--- src/rtl/RSA_pkg.sv ---
// Shared RSA types: job payload, result word and the job-arbiter FSM encoding.
package RSA_pkg;

    localparam int unsigned KEY_W = 32;

    typedef logic [KEY_W-1:0] KeyType;

    typedef struct packed {
        KeyType msg;
        KeyType key;
        KeyType modulus;
    } RSAModIn;

    typedef KeyType RSAModOut;

    typedef enum logic [2:0] {
        IDLE,
        ACCEPT,
        ISSUE,
        WAIT,
        DELIVER
    } RSAArbState;

endpackage

--- src/rtl/rr_pick.sv ---
// Round-robin pick: first set request strictly after index `last`, wrapping around.
module rr_pick #(
    parameter  int unsigned N    = 4,
    localparam int unsigned ID_W = (N > 1) ? $clog2(N) : 1
) (
    input  logic [N-1:0]    req,
    input  logic [ID_W-1:0] last,
    output logic            any,
    output logic [ID_W-1:0] idx
);

    logic [ID_W-1:0] cand;

    // Scan offsets from farthest to nearest so the nearest requester after `last` wins.
    always_comb begin
        any  = |req;
        idx  = '0;
        cand = '0;
        for (int unsigned off = N; off >= 1; off--) begin
            cand = ID_W'((32'(last) + off) % N);
            if (req[cand]) begin
                idx = cand;
            end
        end
    end

endmodule

--- src/rtl/rsa_job_arbiter.sv ---
// Round-robin job arbiter sharing one RSA modexp core among N_REQ requesters.
// Define RSA_JOB_ARBITER_STATS_EN to add the stat_jobs / stat_busy counters.
module rsa_job_arbiter
    import RSA_pkg::*;
#(
    parameter  int unsigned N_REQ = 4,
    localparam int unsigned ID_W  = $clog2(N_REQ)
) (
    input  logic                  clk,
    input  logic                  rst,
    input  logic [N_REQ-1:0]      req_valid,
    output logic [N_REQ-1:0]      req_ready,
    input  RSAModIn [N_REQ-1:0]   req_in,
    output logic [N_REQ-1:0]      resp_valid,
    input  logic [N_REQ-1:0]      resp_ready,
    output RSAModOut              resp_data,
    output logic [ID_W-1:0]       resp_id,
    output logic                  core_valid,
    input  logic                  core_ready,
    output RSAModIn               core_in,
    input  logic                  core_out_valid,
    output logic                  core_out_ready,
    input  RSAModOut              core_out
`ifdef RSA_JOB_ARBITER_STATS_EN
    ,
    output logic [31:0]           stat_jobs,
    output logic [31:0]           stat_busy
`endif
);

    RSAArbState      state_q, state_d;
    logic [ID_W-1:0] grant_id_q, grant_id_d;
    logic [ID_W-1:0] last_grant_q, last_grant_d;
    logic [ID_W-1:0] resp_id_q, resp_id_d;
    RSAModIn         core_in_q, core_in_d;
    RSAModOut        resp_data_q, resp_data_d;

    logic            pick_any;
    logic [ID_W-1:0] pick_idx;

    rr_pick #(.N(N_REQ)) u_pick (
        .req  (req_valid),
        .last (last_grant_q),
        .any  (pick_any),
        .idx  (pick_idx)
    );

    always_ff @(posedge clk or posedge rst) begin
        if (rst) begin
            state_q      <= IDLE;
            grant_id_q   <= '0;
            last_grant_q <= ID_W'(N_REQ - 1);
            resp_id_q    <= '0;
            core_in_q    <= '0;
            resp_data_q  <= '0;
        end else begin
            state_q      <= state_d;
            grant_id_q   <= grant_id_d;
            last_grant_q <= last_grant_d;
            resp_id_q    <= resp_id_d;
            core_in_q    <= core_in_d;
            resp_data_q  <= resp_data_d;
        end
    end

    always_comb begin
        state_d      = state_q;
        grant_id_d   = grant_id_q;
        last_grant_d = last_grant_q;
        resp_id_d    = resp_id_q;
        core_in_d    = core_in_q;
        resp_data_d  = resp_data_q;
        case (state_q)
            IDLE: begin
                if (pick_any) begin
                    grant_id_d = pick_idx;
                    state_d    = ACCEPT;
                end
            end
            ACCEPT: begin
                // A dropped valid abandons the grant without touching fairness state.
                if (req_valid[grant_id_q]) begin
                    core_in_d = req_in[grant_id_q];
                    state_d   = ISSUE;
                end else begin
                    state_d = IDLE;
                end
            end
            ISSUE: begin
                if (core_ready) begin
                    state_d = WAIT;
                end
            end
            WAIT: begin
                if (core_out_valid) begin
                    resp_data_d = core_out;
                    resp_id_d   = grant_id_q;
                    state_d     = DELIVER;
                end
            end
            DELIVER: begin
                if (resp_ready[grant_id_q]) begin
                    last_grant_d = grant_id_q;
                    state_d      = IDLE;
                end
            end
            default: state_d = IDLE;
        endcase
    end

    always_comb begin
        req_ready      = '0;
        resp_valid     = '0;
        core_valid     = 1'b0;
        core_out_ready = 1'b0;
        case (state_q)
            ACCEPT:  req_ready[grant_id_q]  = 1'b1;
            ISSUE:   core_valid             = 1'b1;
            WAIT:    core_out_ready         = 1'b1;
            DELIVER: resp_valid[grant_id_q] = 1'b1;
            default: ;
        endcase
    end

    assign core_in   = core_in_q;
    assign resp_data = resp_data_q;
    assign resp_id   = resp_id_q;

`ifdef RSA_JOB_ARBITER_STATS_EN
    logic [31:0] stat_jobs_q, stat_jobs_d;
    logic [31:0] stat_busy_q, stat_busy_d;

    always_ff @(posedge clk or posedge rst) begin
        if (rst) begin
            stat_jobs_q <= '0;
            stat_busy_q <= '0;
        end else begin
            stat_jobs_q <= stat_jobs_d;
            stat_busy_q <= stat_busy_d;
        end
    end

    always_comb begin
        stat_jobs_d = stat_jobs_q;
        stat_busy_d = stat_busy_q;
        if (state_q == DELIVER && resp_ready[grant_id_q] && stat_jobs_q != '1) begin
            stat_jobs_d = stat_jobs_q + 32'd1;
        end
        if (state_q != IDLE && stat_busy_q != '1) begin
            stat_busy_d = stat_busy_q + 32'd1;
        end
    end

    assign stat_jobs = stat_jobs_q;
    assign stat_busy = stat_busy_q;
`endif

endmodule

--- config.mk ---
export PLATFORM = sky130hd
export DESIGN_NAME = rsa_job_arbiter
export DESIGN_NICKNAME = d
export VERILOG_FILES = /design/src/rtl/RSA_pkg.sv /design/src/rtl/rr_pick.sv /design/src/rtl/rsa_job_arbiter.sv
export SDC_FILE = /design/constraint.sdc
export NUM_CORES = 1
export LEC_CHECK = 0
export BUFFER_PORTS_ARGS = -buffer_cell sky130_fd_sc_hd__clkbuf_2
export CORE_AREA = 2 2 218 220
export CTS_BUF_LIST = sky130_fd_sc_hd__clkbuf_2
export DETAILED_ROUTE_END_ITERATION = 8
export DIE_AREA = 0 0 220 222
export PLACE_DENSITY = 0.4
export SKIP_LAST_GASP = 1
export SLEW_MARGIN = 20
export SYNTH_ARGS = -nofsm -noshare
export SYNTH_HDL_FRONTEND = slang
export SYNTH_HIERARCHICAL = 1
export SYNTH_SLANG_ARGS = --single-unit
--- constraint.sdc ---
create_clock -name clk -period 10.6 [get_ports clk]
set_input_delay 2.12 -clock clk [delete_from_list [all_inputs] [get_ports clk]]
set_output_delay 2.12 -clock clk [all_outputs]
set_load 0.005 [all_outputs]
==> results.md, run 1 <==
* Run status: finished clean
* Clock buffer count from CTS at 17
* PortBufs at 567
* Vias per cell at 4.03
* Final worst-path cycle share at a little under half
* Compound-gate portion of the synthesized area at 1.11%
* Gr ovfl total at 0
* TNS Setup at 0 ns
* Synthesis Warnings at 6
* CP max stage delay at roughly 0.66 ns
* Flip-flop and latch area at 3440 sq um
* Largest net degree at the start of global routing at 79
* Final RePlAce weighted congestion at 0.842
* Post-synth EDFFs at 0
* Worst hold margin at 0.528 ns
* Worst EP required at 8.48 ns
* DPL Wire Length at 25900 microns
* Critical Path AT at 2.71 ns
* Detailed Routing Iterations Pass 1 at 4
* Crit path max fanout at 41
* Async set-reset flop share out of synthesis at 100%
* Met3 WL at about 2700 microns
* Worst slew pin tran at 0.968 ns
* Final hold vios at 0
* Post-Synth XOR/XNOR Area at 0%
* Metal-1 WL at 11900 microns
* Register area share after synthesis at 44.2%
* Count leader, synth: dfrtp_1
* Die H at 222 microns
* P per Cell Area at approximately 250 nW/um^2
* Final setup fails at 0
* Mapped Cells at between 400 and 500
* Synth Area per Inst at 16.8 sq um
* Die width at 220 microns
* Routed Antenna Nets at 0
* Tmin final at 4.83 ns
* Slew headroom at a little over a third
* RSZ-0062 raised after global routing: false
* Worst vdd ir at about 0.000095 V
* # Post-CTS Setup Buffers at 0
* Final Slew Violations at 0
* HP Class: flip-flop to flip-flop
* Post-Synth Adder-Cell Area at 0%
* Clock Path Buffers at 2
* Critical Path Slowest Stage Cell: dfrtp_4
* Synth Area in Simple Gates at 2.21%
* Fillers at slightly above 5k
* Cells along the critical path: buf_4 -> nand2b_1 -> nor2_1 -> clkbuf_2
* Worst Skew at between 0.015 and 0.02 ns
* Core box area at 46300 sq um
* Leak Pwr at 5.60 nW
* DR WL met2 at 16200 microns
* CP startpoint kind: flip-flop
* Drt total wl at 31600 microns
* Global-route wire length before repair at 45000 microns
* Worst skew pair latency at 0.84 ns
* Number of max-cap violations at 0
* Initial antenna violation count at 7
* Post-synthesis mux area share at 49.4%
* Iteration-0 DRC Markers at 262
* # DRC at 0
* Average wire per standard cell at 19.3 microns
* Most area-consuming cells after synthesis: dfrtp_1, mux4_2, mux2_2, mux2_4, buf_2
* Layout overhead on the synthesized area at 46.8%
* Syn nets at roughly 890
* Netlist cell types at 29
* Number of synthesized register bits at 137
* Synth area leader: dfrtp_1
* Clock tree sinks at 137
* Multi-input gate area at 4100 sq um
* Vias at 6595
* Clock root buffer: clkbuf_2
* Worst setup EP type: output port
* Max Clock Freq at just over 200 MHz
* Resize count post-CTS at 0
* Synthesized area at 7760 sq um
* Post-synth top cells: dfrtp_1, mux2_2, mux4_2, mux2_4, buf_2
* Main synth FF type: dfrtp_1
* Post-CTS Hold Fix Bufs at 0
* Max Used Layer: met5
* Vias in the first global route at 7207
* H-tree depth at 4
* Ports at around 570
* Crit Path Class: flip-flop to output port
* GRT Total Usage at 12.7%
* Layout cells sized above 1 at 81.6%
* CTS tree: built
* # nets final at 1440
* Main combinational cell family by area after synthesis: multiplexers
* Final Power at 2.82 mW
* Initial core utilization at 16.8%
* Post-synth top area share at a little over two fifths
* Row cnt at 79
* Die Area at 48800 sq um
* Reg clk slew, reported paths at 0.19 ns
[final cells by class]
cell class              count  area share, %
multi-input cells         279           36.0
flip-flops and latches    137           30.2
repair buffers            573           25.3
well taps                 607           6.67
clock inverters            14          0.791
clock buffers              17          0.747
inverters                   4          0.176
diodes                      6          0.132
[cell families (layout without fill, tap and decap cells)]
logic type | after synthesis | count (layout)
AOI/OAI and AO/OA | 13 | 13
buffers and inverters | 45 | 608
DFF | 137 | 137
muxes | 233 | 233
other | 0 | 6
and+or+nand+nor | 33 | 33
[power breakdown]
part | switching, mW | leakage [nW] | internal [mW]
Sequential | 0.206 | 1.62 | 0.794
Combinational | 0.628 | 3.87 | 0.914
Clock | 0.201 | 0.109 | 0.0756
[worst max-delay path: cells and delay by family, from the launching register on]
| kind | cells | cell delay [ns] |
|---|---|---|
| buffers and inverters | 2 | 0.82 |
| DFF | 1 | 0.66 |
| and+or+nand+nor | 2 | 0.36 |
[routing by layer]
metal  track usage (%)  vias to the layer above
met1              13.6                     3270
li1                  -                     2926
met2              22.5                      363
met4              5.80                        2
met5                 0                        -
met3              4.14                       34
[per-stage QoR]
stage	area, sq um	setup WS, ns	utilization, %	instances
floorplan	7760	4.82	-	461
global placement	11200	5.95	24.2	1600
detailed placement	11200	5.90	24.2	1600
CTS	11400	5.46	24.6	1631
global route	11400	5.42	24.6	1636
finish	11400	5.77	24.6	1637
[flip-flops by register name (all words and copies together), names as in the netlist]
name          cells
state_q           3
resp_id           2
last_grant_q      2
grant_id_q        2
core_in          96
resp_data        32
[worst paths after layout]
kind	from	to	slack [ns]	cells past startpoint
worst min-delay path	resp_data[26]$_DFFE_PP0P_	resp_data[26]$_DFFE_PP0P_	0.53	1
worst min register to register	resp_data[26]$_DFFE_PP0P_	resp_data[26]$_DFFE_PP0P_	0.53	1
max in group asynchronous	rst	resp_data[27]$_DFFE_PP0P_	7.88	3
worst max-delay path	grant_id_q[0]$_DFFE_PP0P_	req_ready[1]	5.77	4
min in group asynchronous	rst	core_in[87]$_DFFE_PP0P_	1.38	2
worst max register to register	grant_id_q[0]$_DFFE_PP0P_	core_in[70]$_DFFE_PP0P_	6.74	5
[cells in the final DEF, fill, tap and decap left out, drive strengths merged]
master    netlist  routed
mux2          132     132
or3b            2       2
nand4b          1       1
mux4           98      98
o221ai          1       1
nor4b           1       1
o22a            1       1
dfstp           2       2
nand2           8       8
diode           0       6
clkinvlp        0       2
clkbuf         15     584
nand2b          6       6
a21o            1       1
a31oi           1       1
nor3b           1       1
a21oi           4       4
clkinv          0      11
dfrtp         135     135
nor3            2       2
inv             4       4
buf            26       6
bufinv          0       1
o21ai           5       5
mux2i           3       3
and2b           1       1
nor2           11      11
Note: power is estimated with default switching activity, not from simulation.
==> run 2: changes to the inputs <==
- ABC_AREA: not set -> 1
- CORE_AREA: 2 2 218 220 -> 2 2 224 226
- DIE_AREA: 0 0 220 222 -> 0 0 226 228
- PLACE_DENSITY: 0.4 -> 0.41
- clock period: 10.6 -> 4.44 ns (I/O delays scaled with it)
==> run 2 against run 1 <==
Clock skew grew 0.010 ns. Sequential share of layout area shrank 2.1 points. Clock power grew to 2.7 times the previous value. Flip-flop and latch count is the same. Worst hold slack lost 0.33 ns. Critical path depth is the same. Via count grew 61%. First-iteration DRC count grew 130%. Design area grew 7.4%. Routed wire length grew 32%. Worst setup slack lost 5.0 ns. Cell count grew 47%. Critical path type unchanged. Largest cell class unchanged. Highest routed layer unchanged.
==> results.md, run 2 <==
* Post-synth top cells: nand3_1, nand2_1, dfrtp_1, a21oi_1
* Leak Pwr at 6.56 nW
* Main synth FF type: dfrtp_1
* Clock root buffer: clkbuf_2
* Netlist cell types at 24
* Drt total wl at between 40000 and 50000 microns
* Average wire per standard cell at 17.3 microns
* TNS Setup at 0 ns
* Placed cell count at 2332
* Vias in the first global route at 10.4k
* Worst Skew at 0.0275 ns
* Synth Area per Inst at 6.96 sq um
* H-tree depth at 4
* Synthesized area at 8260 sq um
* Tmin final at 3.71 ns
* Vias per cell at 4.40
* Core box area at slightly below 50000 sq um
* Final setup fails at 0
* Synth Area in Simple Gates at 44.5%
* Post-Synth Adder-Cell Area at 0%
* HP Class: primary input to flip-flop
* Crit path max fanout at 80
* Post-Synth XOR/XNOR Area at 0%
* Worst EP required at 3.55 ns
* Synth area leader: dfrtp_1
* Clock buffer count from CTS at 17
* Worst slew pin tran at 0.990 ns
* Layout overhead on the synthesized area at 48.1%
* Layout cells sized above 1 at 36.7%
* Layout Cells excl Fill at 2410
* Initial antenna violation count at 4
* # DRC at 0
* Routed Antenna Nets at 0
* Worst vdd ir at ~0.00025 V
* Mapped Cells at 1186
* Max Clock Freq at 270 MHz
* Run status: finished clean
* Fillers at 5565
* Reg clk slew, reported paths at 0.22 ns
* Number of max-cap violations at 0
* Main combinational cell family by area after synthesis: simple AND/OR/NAND/NOR gates
* Clock tree sinks at about 140
* Synthesis Warnings at 6
* Most area-consuming cells after synthesis: dfrtp_1, nand3_1, nand2_1, nand4_1, a21oi_1
* Register area share after synthesis at between 40% and 50%
* Crit Path Class: flip-flop to output port
* Initial core utilization at 16.7%
* GRT Total Usage at ~16%
* Largest net degree at the start of global routing at 138
* Final worst-path cycle share at between 80% and 90%
* Detailed Routing Iterations Pass 1 at 5
* Async set-reset flop share out of synthesis at 100%
* Global-route wire length before repair at 62300 microns
* P per Cell Area at between 500 and 600 nW/um^2
* Slew headroom at 34.0%
* Commonest non-fill, non-tap cell in the layout: clkbuf_2
* Die width at 226 microns
* Die Area at 51500 sq um
* Final hold vios at 0
* # nets final at 2150
* Post-synth EDFFs at 0
* Post-synthesis mux area share at 0%
* Final RePlAce weighted congestion at 0.935
* Iteration-0 DRC Markers at 603
* Resize count post-CTS at 0
* Commonest cells after routing, fill and taps aside: clkbuf_2, nand3_1, nand2_1, dfrtp_1, a21oi_1
* Vias at between 10k and 15k
* Clock Path Buffers at 2
* RSZ-0062 raised after global routing: false
* Worst setup EP type: output port
* Max reg flops at 96
* Count leader, synth: nand3_1
* Syn nets at approximately 1.6k
* Critical Path AT at 2.82 ns
* Placed inst area at 11600 sq um
* Gr ovfl total at 0
* Row cnt at 82
* Die H at 228 microns
* Worst skew pair latency at 0.97 ns
* DPL Wire Length at about 31000 microns
* Final Slew Violations at 0
* CP startpoint kind: flip-flop
* Ports at 568
* Number of synthesized register bits at 137
* Post-synth top area share at 40.9%
* CTS tree: built
* PortBufs at 567
* Post-route cell area at 12200 sq um
* Compound-gate portion of the synthesized area at 6.73%
-- run 2: cell families (layout without fill, tap and decap cells) --
logic type             Yosys count  count (layout)
other                            0               4
flip-flops                     137             137
buffers and inverters          132             680
AO/OA/AOI/OAI                  108             108
AND/OR/NAND/NOR                809             809
-- run 2: path summary, 6_finish.rpt --
kind                       slack (ns)                      start  cells after the start                         to
setup reg to reg                 1.51  grant_id_q[1]$_DFFE_PP0P_                      7    core_in[68]$_DFFE_PP0P_
min in group asynchronous        0.62                        rst                      4  resp_data[27]$_DFFE_PP0P_
setup / recovery                 0.73  grant_id_q[1]$_DFFE_PP0P_                      4               req_ready[1]
hold reg to reg                  0.50   resp_data[1]$_DFFE_PP0P_                      2   resp_data[1]$_DFFE_PP0P_
max in group asynchronous        3.09                        rst                      4  grant_id_q[0]$_DFFE_PP0P_
hold / removal                   0.20                req_in[207]                      3    core_in[15]$_DFFE_PP0P_
-- run 2: metal layers --
metal  GRT usage (%)  routed length, microns  part of all wire, %
met1            19.2                   17600                   42
met2            26.8                   19900                   48
met3            4.98                    3200                  7.7
met4            5.59                     928                  2.2
met5               0                      38                0.091
-- run 2: where the power goes --
part / switching (mW) / leakage (nW) / internal [mW]
sequential: 0.425 / 1.73 / 1.80
combinational: 2.77 / 4.71 / 1.47
clock: 0.536 / 0.122 / 0.201
-- run 2: critical path, stage by stage (launching register included) --
cell	delay, ns
dfrtp_4	0.66
inv_6	0.46
nand2_1	0.24
nor2_1	0.26
clkbuf_2	0.16
-- run 2: cell type report --
cell class | count | area (sq um) | share of cell area (%)
Tap cell | 672 | 841 | 6.88
Multi-Input combinational cell | 917 | 4240 | 34.7
Clock inverter | 10 | 80.1 | 0.655
Inverter | 24 | 106 | 0.870
Antenna cell | 4 | 10.0 | 0.0819
Sequential cell | 137 | 3440 | 28.1
Clock buffer | 21 | 105 | 0.860
Timing Repair Buffer | 625 | 3410 | 27.9
-- run 2: what timing repair did --
action,CTS,global route
endpoints found under the hold margin,69,0
setup buffers,0,0
hold buffers,43,0
-- run 2: per-stage QoR --
stage	setup WS [ns]	total power, mW	util [%]	hold slack (ns)
after floorplan	1.85	4.81	-	0.449
after global placement	1.47	6.55	23.5	0.454
final	0.731	7.20	24.8	0.197
after global routing	0.502	7.94	24.8	0.0739
after CTS	0.471	7.39	24.8	0.00107
after detailed placement	1.46	6.57	23.5	0.461
